--- src/rtl/disp_hex_mux.sv ---
// Four-digit time-multiplexed hex display scanner with tear-free frame shadowing
// and leading-zero blanking; outputs are decoded purely from registered state.
module disp_hex_mux #(
    parameter int unsigned REFRESH_DIV = 100000
) (
    input  logic        clk,
    input  logic        rst,
    input  logic        en,
    input  logic [15:0] hex_val,
    input  logic [3:0]  dp_in,
    input  logic        lz_en,
    output logic [3:0]  an,
    output logic [3:0]  hex,
    output logic        dp_n
);
    localparam int CW = $clog2(REFRESH_DIV);
    localparam logic [CW-1:0] CNT_MAX = CW'(REFRESH_DIV - 1);

    logic [CW-1:0] cnt_q, cnt_d;
    logic [1:0]    idx_q, idx_d;
    logic [15:0]   shadow_val_q, shadow_val_d;
    logic [3:0]    shadow_dp_q, shadow_dp_d;
    logic [3:0]    blank_q, blank_d;
    logic          en_q, en_d;

    logic          tick, wrap;
    logic [3:0]    nz;
    logic [3:0]    nib;
    logic          lit;

    // Per-digit "has content" flags from the incoming frame, used to build the blank mask.
    always_comb begin
        for (int k = 0; k < 4; k++) begin
            nz[k] = (|hex_val[4*k +: 4]) | dp_in[k];
        end
    end

    always_comb begin
        tick         = en && (cnt_q == CNT_MAX);
        wrap         = tick && (idx_q == 2'd3);
        cnt_d        = cnt_q;
        idx_d        = idx_q;
        shadow_val_d = shadow_val_q;
        shadow_dp_d  = shadow_dp_q;
        blank_d      = blank_q;
        en_d         = en;
        if (en) begin
            cnt_d = tick ? '0 : cnt_q + 1'b1;
            if (tick) idx_d = idx_q + 2'd1;
        end
        if (wrap) begin
            shadow_val_d = hex_val;
            shadow_dp_d  = dp_in;
            blank_d[3]   = lz_en && !nz[3];
            blank_d[2]   = lz_en && !nz[3] && !nz[2];
            blank_d[1]   = lz_en && !nz[3] && !nz[2] && !nz[1];
            blank_d[0]   = 1'b0;
        end
    end

    always_ff @(posedge clk) begin
        if (rst) begin
            cnt_q        <= '0;
            idx_q        <= 2'd0;
            shadow_val_q <= 16'h0000;
            shadow_dp_q  <= 4'b0000;
            blank_q      <= 4'b0000;
            en_q         <= 1'b0;
        end else begin
            cnt_q        <= cnt_d;
            idx_q        <= idx_d;
            shadow_val_q <= shadow_val_d;
            shadow_dp_q  <= shadow_dp_d;
            blank_q      <= blank_d;
            en_q         <= en_d;
        end
    end

    always_comb begin
        nib  = shadow_val_q[{idx_q, 2'b00} +: 4];
        lit  = en_q && !blank_q[idx_q];
        an   = lit ? ~(4'b0001 << idx_q) : 4'b1111;
        hex  = lit ? nib : 4'h0;
        dp_n = lit ? ~shadow_dp_q[idx_q] : 1'b1;
    end
endmodule

--- config.mk ---
export PLATFORM = sky130hd
export DESIGN_NAME = disp_hex_mux
export DESIGN_NICKNAME = d
export VERILOG_FILES = /design/src/rtl/disp_hex_mux.sv
export SDC_FILE = /design/constraint.sdc
export NUM_CORES = 1
export LEC_CHECK = 0
export CAP_MARGIN = 10
export CORE_UTILIZATION = 35
export CTS_BUF_LIST = sky130_fd_sc_hd__clkbuf_8
export DETAILED_ROUTE_END_ITERATION = 16
export GPL_TIMING_DRIVEN = 0
export HOLD_SLACK_MARGIN = 0.03
export PLACE_DENSITY_LB_ADDON = 0.3
export SLEW_MARGIN = 20
export SYNTH_ARGS = -nofsm -noshare
export SYNTH_HDL_FRONTEND = slang
export SYNTH_SLANG_ARGS = --single-unit
--- constraint.sdc ---
create_clock -name clk -period 3.15 [get_ports clk]
set_input_delay 0.63 -clock clk [delete_from_list [all_inputs] [get_ports clk]]
set_output_delay 0.63 -clock clk [all_outputs]
set_load 0.01 [all_outputs]
Yosys cells after proc, flatten, opt, wreduce, memory -nomap -nowiden
Index checks and enable logic that the tools add are counted.

Word-level logic and storage cells: 40. Output and inout port bits: 9. Input bits: 24. Flip-flop bits (word level): 43.

Reductions and logical operators: 14. Multiplexer cells: 8. Bitwise logic cells: 5. Shifts and indexed selects: 2. $add $sub $neg: 2. Equal/unequal tests: 2. Magnitude comparators: 1.

Operator list (number): 17-bit by 1-bit adder with 17-bit output (second input constant) (1); 17-bit equality test (second input constant) (1); 17-bit two-way mux (1); 16-bit by 5-bit variable part select with 4-bit output (1); 4-bit OR reduction (3); 4-bit two-way mux (2); 1-bit logical AND (6); 1-bit binary-select mux with 2-bit select (2); 1-bit logical NOT (4); 4-bit inverter (1); 1-bit by 2-bit << shifter with 4-bit output (first input constant) (1); 2-bit by 3-bit less-than comparator with 1-bit output (second input constant) (1); 1-bit two-way mux (3); 1-bit bitwise OR (3); 2-bit by 1-bit adder with 2-bit output (second input constant) (1); 2-bit equality test (second input constant) (1); 2-bit AND reduction (1); 1-bit inverter (1).

Logic depth before layout (Yosys ltp)
Word-level depth: 6. Depth in mapped cells: 7. Gate-level depth less buffers: 5.

Worst setup path after synthesis
Ideal clock, no wire load.

Path kind: flip-flop to output port. Start point: register idx_q[0]. End point: output port hex[0]. Path buffers: 1. Cell stages (with the launch flop): 5. Required time: 2.520 ns. Data arrival time: 1.488 ns. Setup slack: 1.032 ns. Cell sequence: dfxtp_1 buf_2 mux2_2 a21oi_1 and2_1.

Longest elaborated chain between the ends: 5. Elaborated cells between the ends (all ways): 6. Those cells by class: shift (1); mux (3); reduce/logical (2).

Ends and longest elaborated chain: start: declaration (RTL line 20) `logic [1:0] idx_q, idx_d;`; start signal: assignment (RTL line 71) `idx_q <= idx_d;`; branches (longest 4 deep; another with 16-bit by 5-bit variable part select with 4-bit output); 4-bit two-way mux * (RTL line 83) `hex = lit ? nib : 4'h0;`; end: declaration (RTL line 13) `output logic [3:0] hex,`.

Every way passes the cells marked *. The select of a mux whose other input is x is not followed.

Worst setup path after layout
Start point: register idx_q[0]. End point: output port hex[2].

Same word-level chain as after synthesis.

==> results.py <==
metrics = {
    "run_status": {
        "status": "complete, no violations",
    },
    "timing": {
        "fin_ws_ps": 142.5,
        "fmax_mhz": 332.5,
        "post-route-period-util_pct": 95.48,
        "finalHoldViolCount": 0,
        "max_slew_margin_pct": 67.33,
        "skew_ps": 6.502,
        "finalSetupViolCount": 0,
        "tightestPinTransition_ps": 490.1,
        "tns_ps": 0,
        "rsz0062_at_grt": "false",
        "fin_crit_ps": 3007,
        "slew_violations": 0,
    },
    "grt": {
        "grt.overflow.total": 0,
        "grt_max_degree": 13,
        "grt_pass1_vias": 1899,
        "grt_usage_pct": 18.50,
        "grt_pass1_wl_um": 9080,
        "antenna_found_initial": 0,
    },
    "logic_synthesis": {
        "synth.avg_cell_area_sq_um": 8.733,
        "yosys.area.top_type": "dfxtp_1",
        "ys.flop_type": "dfxtp_1",
        "synth_edf_count": 0,
        "synthTopCellsByCount": "dfxtp_1, a21oi_1, nand4_1",
        "yosysTopAreaCellShare_pct": 39.75,
        "yosysSeqAreaShare_pct": 39.75,
        "synth_area_sq_mm": 0.002166,
        "postSynthCellCount": 248,
        "yosys_warnings": 0,
        "synthArstFlopShare_pct": 0,
        "synth-seq-cells": 43,
        "synth_nets": 277,
        "synth.area.top_cells": "dfxtp_1, nand4_1, a21oi_1, o21ai_0, mux4_2",
        "ys_types": 40,
        "synth_most_common_cell": "dfxtp_1",
    },
    "cells_and_area": {
        "multi_input_area_sq_mm": 0.001204,
        "antennaDiodeCount": 0,
        "fill_cells": 598,
        "syn2layout_area_growth_pct": 23.45,
        "drive_gt1_share_pct": 11.46,
        "nets": 316,
        "stdcell_area_sq_mm": 0.002674,
        "stdcell_count": 363,
        "regArea_sq_um": 860.8,
    },
    "clock_network": {
        "post_cts_buffers": 0,
        "clkTransAtPathRegs_ps": 80,
        "insertion_delay_ps": 300,
        "clock_path_buffers": 2,
        "root_buffer": "clkbuf_8",
        "cts.sinks": 43,
        "cts_tree": "built",
        "cts_made_buffers": 5,
        "h-tree-depth": 2,
    },
    "power": {
        "p_leak_nw": 0.8949,
        "power_density_mw_per_mm2": 353.8,
        "ir_worst_vdd_mv": 0.1761,
        "p_total_mw": 0.9459,
    },
    "setup_path": {
        "required_ps": 2520,
        "startpoint_type": "flip-flop",
        "cp_data_arrival_time_ps": 2380,
        "path_max_fanout": 9,
        "path_cells": "buf_2 -> mux2_2 -> a21oi_4 -> and2_1 -> clkdlybuf4s50_1",
        "cp_slowest_stage_delay_ps": 530,
        "worst-setup-path-type": "reg -> out",
        "slowest_stage": "clkdlybuf4s50_1",
        "critPathCaptureType": "output port",
    },
    "detailed_routing": {
        "drtPass1Iterations": 4,
        "drc_errors": 0,
        "routed_wl_um": 5496,
        "num_vias": 1977,
        "via_per_inst": 5.446,
        "ant_nets": 0,
        "avgRoutedWirePerCell_um": 15.14,
        "drt_iter0_markers": 90,
    },
    "die": {
        "die_w_um": 80.67,
        "coreArea_sq_mm": 0.005956,
        "die_h_um": 80.67,
        "initial_core_util_pct": 36.37,
        "rows": 28,
        "dieArea_sq_mm": 0.006507,
        "io_pins": 33,
    },
    "flow_run": {
        "cap_violations": 0,
    },
    "placed_design": {
        "dpl.hpwl_um": 3889,
        "place_area_sq_mm": 0.002580,
        "place.gp.congestion": 0.8089,
        "dp_worst_setup_slack_ps": 60.15,
        "port-buffer-count": 32,
        "dp_cells": 355,
    },
    "hold_path": {
        "hold_class": "reg -> reg",
    },
}
logic make-up after synthesis:
logic type / after synthesis / share of synthesized area (%)
AOI/OAI and AO/OA: 57 / 13.98
xor gates and xnor gates: 13 / 5.257
adders and majority gates: 5 / 2.889
buffers and inverters: 26 / 5.199
DFF: 43 / 39.75
muxes: 8 / 6.701
and+or+nand+nor: 96 / 26.23
worst paths after layout:
| check | slack, ps | startpoint | cells after the start | end |
|---|---|---|---|---|
| max | 140 | idx_q[0] | 5 | hex[2] |
| min | 480 | shadow_val_q[8] | 2 | shadow_val_q[8] |
| max reg2reg | 1230 | cnt_q[0] | 6 | shadow_val_q[4] |
| min reg2reg | 480 | shadow_val_q[8] | 2 | shadow_val_q[8] |
worst max-delay path, delay by kind of cell (launching register included):
| family | cells | cell delay [ps] |
|---|---|---|
| buffers and inverters | 2 | 830 |
| muxes | 1 | 400 |
| DFF | 1 | 360 |
| AOI/OAI and AO/OA | 1 | 310 |
| and+or+nand+nor | 1 | 180 |
per-stage QoR:
stage               hold slack, ps  utilization [%]
finish                       475.3            44.90
global placement             456.1            43.32
floorplan                    446.0                -
CTS                          476.9            44.75
global route                 498.8            44.90
detailed placement           465.5            43.32
placed cells by master, fill, tap and decap left out, types with 2 or more instances in the layout:
cell / instances
nor4_1: 6
clkbuf_8: 5
o21ai_0: 24
or4_1: 2
and2_1: 5
clkbuf_1: 8
inv_1: 8
mux2_2: 2
xor2_1: 4
nand4_1: 25
o31ai_1: 2
clkdlybuf4s50_1: 32
dfxtp_1: 43
xnor2_1: 9
and4b_1: 2
ha_1: 5
nand2_1: 14
nor3_1: 5
nor2_1: 16
a21oi_1: 26
mux4_2: 5
nor2b_1: 2
nand3_1: 8
buf_2: 9
registers in the layout, indices dropped and copies added, names as in the netlist:
name	flops
blank_q	3
en_q	1
shadow_dp_q	4
shadow_val_q	16
idx_q	2
cnt_q	17
final cells by class:
cell class,count,area share [%]
well taps,75,3.510
clock buffers,5,2.574
plain buffers,20,3.416
multi-input cells,179,45.02
inverters,6,0.8423
clock inverters,3,0.4679
repair buffers,32,11.98
flip-flops and latches,43,32.19
layer usage:
layer / wire length, um / part of all wire [%] / GRT usage [%]
met1: 2483 / 45 / 22.85
met3: 308 / 5.6 / 3.864
met4: 76 / 1.4 / 6.429
met5: 0 / 0 / 0
met2: 2628 / 48 / 31.53
where the power goes:
part	internal, mW	leakage (nW)	switching, mW	total [mW]
Clock	0.149	0.0505	0.190	0.339
Combinational	0.0331	0.498	0.0259	0.0589
Sequential	0.546	0.347	0.00222	0.548
timing repair:
item | 4_1_cts | 5_1_grt
gates resized for setup | 1 | 3
pin swaps | 0 | 0
setup endpoints to repair | 9 | 4
hold buffers | 0 | 0
Note: power is estimated with default switching activity, not from simulation.
